$ cat config.mk
export PLATFORM = sky130hd
export DESIGN_NAME = spm_gen
export DESIGN_NICKNAME = d
export VERILOG_FILES = /design/src/rtl/spm_pkg.sv /design/src/rtl/spm_csa.sv /design/src/rtl/spm_gen.sv
export SDC_FILE = /design/constraint.sdc
export NUM_CORES = 1
export LEC_CHECK = 0
export CAP_MARGIN = 20
export CORE_UTILIZATION = 60
export CTS_BUF_LIST = sky130_fd_sc_hd__clkbuf_4 sky130_fd_sc_hd__clkbuf_8 sky130_fd_sc_hd__clkbuf_16
export DETAILED_ROUTE_END_ITERATION = 8
export DONT_BUFFER_PORTS = 1
export HOLD_SLACK_MARGIN = 0.08
export MAX_ROUTING_LAYER = met4
export PLACE_DENSITY_LB_ADDON = 0.15
export SYNTH_ARGS = -nofsm -noshare
export SYNTH_HDL_FRONTEND = slang
export SYNTH_SLANG_ARGS = --single-unit
$ cat constraint.sdc
create_clock -name clk -period 2.59 [get_ports clk]
set_input_delay 0.3885 -clock clk [delete_from_list [all_inputs] [get_ports clk]]
set_output_delay 0.3885 -clock clk [all_outputs]
set_load 0.01 [all_outputs]
$ cat src/rtl/spm_pkg.sv
// spm_pkg -- shared types and helpers for the serial-parallel multiplier.
//   state_t   : controller states IDLE / RUN / DONE
//   cnt_width : bit width of the RUN cycle counter for a given operand width
package spm_pkg;

  typedef enum logic [1:0] {
    IDLE = 2'd0,
    RUN  = 2'd1,
    DONE = 2'd2
  } state_t;

  // Counter spans 0..2*width-1; one extra bit of headroom so the terminal
  // compare never depends on a wrap.
  function automatic int cnt_width(input int width);
    return $clog2(2 * width) + 1;
  endfunction

endpackage

$ cat src/rtl/spm_csa.sv
// spm_csa -- one registered carry-save cell of the serial-parallel multiplier.
//   Adds (i_a & i_x) to the sum arriving from the next-higher cell and to its
//   own stored carry; the sum and carry are registered.
//   Parameter NEG inverts the partial-product bit (negative-weight MSB cell
//   in two's-complement mode).
// Ports:
//   clk, rst   clock, asynchronous active-low reset
//   i_clr      synchronous clear of sum/carry (start of a new operation)
//   i_en       advance one serial step
//   i_a        parallel multiplicand bit for this cell
//   i_x        current serial multiplier bit
//   i_sum      registered sum of the next-higher cell (or top injection)
//   o_sum      registered sum of this cell
module spm_csa #(
  parameter bit NEG = 1'b0
) (
  input  logic clk,
  input  logic rst,
  input  logic i_clr,
  input  logic i_en,
  input  logic i_a,
  input  logic i_x,
  input  logic i_sum,
  output logic o_sum
);

  logic r_sum, r_carry;
  logic w_t, w_s, w_c;

  assign w_t = (i_a & i_x) ^ NEG;
  assign w_s = w_t ^ i_sum ^ r_carry;
  assign w_c = (w_t & i_sum) | (w_t & r_carry) | (i_sum & r_carry);

  always_ff @(posedge clk or negedge rst) begin
    if (!rst) begin
      r_sum   <= 1'b0;
      r_carry <= 1'b0;
    end else if (i_clr) begin
      r_sum   <= 1'b0;
      r_carry <= 1'b0;
    end else if (i_en) begin
      r_sum   <= w_s;
      r_carry <= w_c;
    end
  end

  assign o_sum = r_sum;

endmodule

$ cat src/rtl/spm_gen.sv
// spm_gen -- serial-parallel (carry-save) multiplier, p = a*b mod 2^(2*WIDTH).
//   a is held in parallel across WIDTH carry-save cells; b is fed LSB-first,
//   one bit per cycle, for 2*WIDTH cycles. Each cycle cell 0 retires one
//   product bit. Result presented with a valid/ready handshake.
//   Optional macro SPM_SIGNED_EN: two's-complement operands (b sign-extended
//   serially, MSB cell negative-weight). Timing identical in both builds.
// Ports:
//   clk, rst              clock, asynchronous active-low reset
//   in_valid / in_ready   operand handshake (a, b)
//   out_valid / out_ready product handshake (p)
//   busy                  serial multiply in progress
module spm_gen
  import spm_pkg::*;
#(
  parameter int WIDTH = 8
) (
  input  logic                 clk,
  input  logic                 rst,
  input  logic                 in_valid,
  output logic                 in_ready,
  input  logic [WIDTH-1:0]     a,
  input  logic [WIDTH-1:0]     b,
  output logic                 out_valid,
  input  logic                 out_ready,
  output logic [2*WIDTH-1:0]   p,
  output logic                 busy
);

  localparam int             CW   = cnt_width(WIDTH);
  localparam logic [CW-1:0]  TERM = CW'(2 * WIDTH - 1);
`ifdef SPM_SIGNED_EN
  localparam bit SIGNED_MODE = 1'b1;
`else
  localparam bit SIGNED_MODE = 1'b0;
`endif

  state_t             r_state;
  logic [CW-1:0]      r_cnt;
  logic [WIDTH-1:0]   r_a, r_b;
  logic [2*WIDTH-2:0] r_p;          // bits already retired from cell 0
  logic               r_busy, r_out_valid;

  logic               w_acc, w_run, w_top_in, w_fill;
  logic [WIDTH-1:0]   w_sum;

  assign in_ready = (r_state == IDLE) | ((r_state == DONE) & out_ready);
  assign w_acc    = in_valid & in_ready;
  assign w_run    = (r_state == RUN);

  // Signed mode: the inverted MSB partial product adds 2^(WIDTH-1) every
  // cycle; one extra 2^(WIDTH-1) injected on the first step makes the total
  // bias a multiple of 2^(2*WIDTH), so it vanishes from the result.
  assign w_top_in = SIGNED_MODE & (r_cnt == '0);
  // Serial bits beyond WIDTH: zero, or the sign of b in signed mode.
  assign w_fill   = SIGNED_MODE & r_b[WIDTH-1];

  for (genvar j = 0; j < WIDTH; j++) begin : g_cell
    logic w_sin;
    if (j == WIDTH - 1) begin : g_top
      assign w_sin = w_top_in;
    end else begin : g_mid
      assign w_sin = w_sum[j+1];
    end
    spm_csa #(.NEG(SIGNED_MODE && (j == WIDTH - 1))) u_csa (
      .clk   (clk),
      .rst   (rst),
      .i_clr (w_acc),
      .i_en  (w_run),
      .i_a   (r_a[j]),
      .i_x   (r_b[0]),
      .i_sum (w_sin),
      .o_sum (w_sum[j])
    );
  end

  always_ff @(posedge clk or negedge rst) begin
    if (!rst) begin
      r_state     <= IDLE;
      r_cnt       <= '0;
      r_a         <= '0;
      r_b         <= '0;
      r_p         <= '0;
      r_busy      <= 1'b0;
      r_out_valid <= 1'b0;
    end else if (w_acc) begin
      // Covers both IDLE accept and the DONE back-to-back handoff.
      r_state     <= RUN;
      r_cnt       <= '0;
      r_a         <= a;
      r_b         <= b;
      r_p         <= '0;
      r_busy      <= 1'b1;
      r_out_valid <= 1'b0;
    end else begin
      case (r_state)
        RUN: begin
          r_b <= {w_fill, r_b[WIDTH-1:1]};
          // Cell 0 holds the newest product bit; shift the previous one out.
          r_p <= {w_sum[0], r_p[2*WIDTH-2:1]};
          if (r_cnt == TERM) begin
            r_state     <= DONE;
            r_busy      <= 1'b0;
            r_out_valid <= 1'b1;
          end else begin
            r_cnt <= r_cnt + 1'b1;
          end
        end
        DONE: begin
          if (out_ready) begin
            r_state     <= IDLE;
            r_out_valid <= 1'b0;
          end
        end
        default: ;
      endcase
    end
  end

  // After 2*WIDTH steps cell 0 holds the MSB and r_p the rest; both hold
  // still outside RUN, so p is stable while out_valid waits.
  assign p         = {w_sum[0], r_p};
  assign busy      = r_busy;
  assign out_valid = r_out_valid;

endmodule
==> out/metrics.csv <==
stage;metric;value;unit
status;outcome;finished, final reports clean;
die;die width;69.4;um
cts;Reg clk slew, reported paths;0.09;ns
yosys;Post-Synthesis Cells;222;
drt;remaining antenna violation count;0;
power_and_ir_drop;Power Density;511;nW/um2
power_and_ir_drop;Worst VDD drop;287;uV
worst_setup_path;CP delay by family, top;simple AND/OR/NAND/NOR gates;
placement;GPL Wtd Cong;0.779;
yosys;cell with the most instances after synthesis;dfrtp_1;
layout;area occupied by registers;1380;um2
timing;post-route setup TNS;0;ns
worst_setup_path;Buf+Inv Stages, Crit Path;2;
timing;clock skew;0.00484;ns
worst_setup_path;Worst Path Required;2.78;ns
yosys;Syn. warnings;0;
hold_path;HP Class;in -> reg;
global_routing;first-pass GRT wire length;7.71;mm
drt;Iteration-0 DRC Markers;92;
yosys;Seq/Total Area, Yosys;0.505;
power_and_ir_drop;Comb power frac;0.016;
yosys;Yosys cell types;34;
yosys;Commonest cells post-synth;dfrtp_1, nor2_1, inv_1, mux2i_1, mux2_2;
die;initial core utilization;0.626;
yosys;Post-synth EDFFs;0;
hold_path;Worst Hold Depth;1;
global_routing;largest net degree at the start of global routing;56;
worst_setup_path;CP max-delay cell;nor2_8;
placement;PortBufs;0;
yosys;share of the synthesized area in the top cell type;0.505;
die;I/O Pins;39;
timing;final hold vios;0;
worst_setup_path;CP endpoint kind;register;
cts;worst skew pair latency;0.30;ns
layout;NumNets Final;254;
cts;CTS tree;yes;
layout;Fillers;331;
drt;routed vias;1535;
worst_setup_path;critical path fanouts, max;34;
yosys;post-synth top area cell;dfrtp_1;
yosys;Post-Syn Area;2720;um2
layout;footprint of the multi-input gates;1160;um2
power_and_ir_drop;Leak;0.00131;uW
die;DIE HEIGHT;69.4;um
power_and_ir_drop;clock network power share;0.397;
timing;Max Fclk;534;MHz
power_and_ir_drop;Power Total;1460;uW
drt;WL/cell;15.8;um
power_and_ir_drop;switching share of power;0.195;
die;area of the core;4350;um2
yosys;synthesized flop and latch total;55;
timing;final worst path period need;1.87;ns
cts;TritonCTS Buffers;5;
drt;first drt pass iteration count;4;
drt;WL met3;169;um
global_routing;initial antenna violation count;0;
yosys;top_reg_cell synth;dfrtp_1;
worst_setup_path;Max stage delay on crit path;0.45;ns
worst_setup_path;FF-to-FF path depth;6;
global_routing;number of global-route vias before repair;1664;
timing;Worst-Margin Slew;0.569;ns
die;Die ar.;4810;um2
yosys;Post-synth ARST share;1.00;
yosys;Synth Net Count;255;
cts;Clock Path Buffers;2;
drt;Max Used Layer;met4;
global_routing;total grt overflow;0;
timing;final period utilization;0.723;
layout;Area growth, synth to finish;4.96;%
layout;layout cell share with drive strength beyond 1;0.176;
worst_setup_path;critical path launch point type;register;
cts;H-Tree Level Count;2;
global_routing;total track usage;0.210;
job;MaxCap Viol Count;0;
layout;Ant. Diodes;0;
placement;HPWL after detailed placement;2.96;mm
timing;slew margin rel.;0.621;
drt;Met2 Wirelength;2.24;mm
power_and_ir_drop;internal power;1180;uW
timing;RSZ-0062 raised after global routing;no;
drt;routed length on met1;1.86;mm
drt;Vias/cell;5.60;
power_and_ir_drop;Flop pwr share;0.587;
drt;Post-route DRC;0;
drt;total routed wirelength;4.33;mm
die;row cnt;24;
cts;Clock Sinks;55;
worst_setup_path;kind of critical path;reg -> reg;
yosys;syn avg cell area;12.3;um2
worst_setup_path;worst path cell trace;inv_1 -> ha_1 -> a21oi_4 -> nor2_8 -> buf_4 -> nor2_1;
timing;Slew Viols, Final;0;
yosys;top cells by area, synth;dfrtp_1, mux2i_1, mux2_2;
power_and_ir_drop;Switch Pwr;284;uW
timing;Final setup viols;0;
worst_setup_path;Worst EP arrival;2.06;ns
worst_setup_path;CP Depth;6;
cts;CTS root buf;clkbuf_8;
timing;Hold WS;0.224;ns
-- final timing paths --
kind | from | endpoint | slack, ns
min in group asynchronous | rst | g_cell[5].u_csa.r_carry | 0.59
max in group asynchronous | rst | r_p[11] | 1.76
setup reg to reg | r_state[0] | g_cell[2].u_csa.o_sum | 0.72
hold / removal | a[5] | r_a[5] | 0.22
setup / recovery | r_state[0] | g_cell[2].u_csa.o_sum | 0.72
hold reg to reg | r_a[1] | r_a[1] | 0.52
-- cell usage in the layout, fill, tap and decap left out, types with 2 or more instances in the layout --
cell / n
fa_1: 7
dfrtp_1: 55
nor2b_1: 2
o21ai_0: 2
a21oi_1: 2
inv_1: 20
a211oi_1: 7
mux2_1: 7
clkbuf_8: 6
ha_1: 5
mux2_2: 14
nand2_1: 9
buf_4: 3
mux2_4: 9
nor2_1: 35
mux2i_1: 19
-- flip-flops by register name (all words and copies together) (netlist names) --
register,flops
r_p,15
g_cell.u_csa.o_sum,8
g_cell.u_csa.r_carry,8
r_a,8
r_b,8
r_cnt,5
busy,1
out_valid,1
r_state,1
-- area by class of cell --
type                       count  share of cell area
clock buffer                   6              0.0289
sequential                    55               0.481
clock inverter                 2              0.0123
tap                           52              0.0228
multi-input combinational    134               0.407
timing repair buffer           5              0.0210
inverter                      20              0.0263
-- per-stage QoR --
| step | area, um2 | util | worst slack [ns] | cells |
|---|---|---|---|---|
| 2_1_floorplan | 2720 | - | 0.916 | 222 |
| 3_3_place_gp | 2700 | 0.621 | 0.817 | 264 |
| 3_5_place_dp | 2700 | 0.621 | 0.725 | 264 |
| 4_1_cts | 2860 | 0.657 | 0.699 | 274 |
| 5_1_grt | 2860 | 0.657 | 0.577 | 274 |
| 6_report | 2860 | 0.657 | 0.717 | 274 |
-- kinds of logic (layout without fill, tap and decap cells) --
kind of cell / count (synthesis) / in the layout / share of synthesized area
xor gates and xnor gates: 2 / 2 / 0.00643
adders and majority gates: 13 / 13 / 0.0790
and+or+nand+nor: 56 / 56 / 0.0974
buffers and inverters: 33 / 33 / 0.0680
DFF: 55 / 55 / 0.505
muxes: 49 / 49 / 0.206
AOI/OAI and AO/OA: 14 / 14 / 0.0377
-- metal layers --
| layer | global-route usage | up-vias |
|---|---|---|
| met2 | 0.347 | 27 |
| met3 | 0.0523 | 9 |
| met1 | 0.253 | 778 |
| li1 | - | 721 |
| met5 | - | - |
| met4 | 0.0680 | 0 |
-- power groups by stage --
stage / logic (uW) / clock network [uW] / registers [uW]
CTS: 25.6 / 604 / 858
global placement: 1.99 / 0 / 875
global route: 28.3 / 632 / 858
floorplan: 1.97 / 0 / 875
detailed placement: 2.07 / 0 / 875
finish: 23.9 / 579 / 858
-- repair_timing --
action                                 4_1_cts  5_1_grt
endpoints found under the hold margin       55        0
gates resized for setup                      0        0
buffers inserted                             0        0
hold buffers                                 2        0
Note: power is estimated with default switching activity, not from simulation.
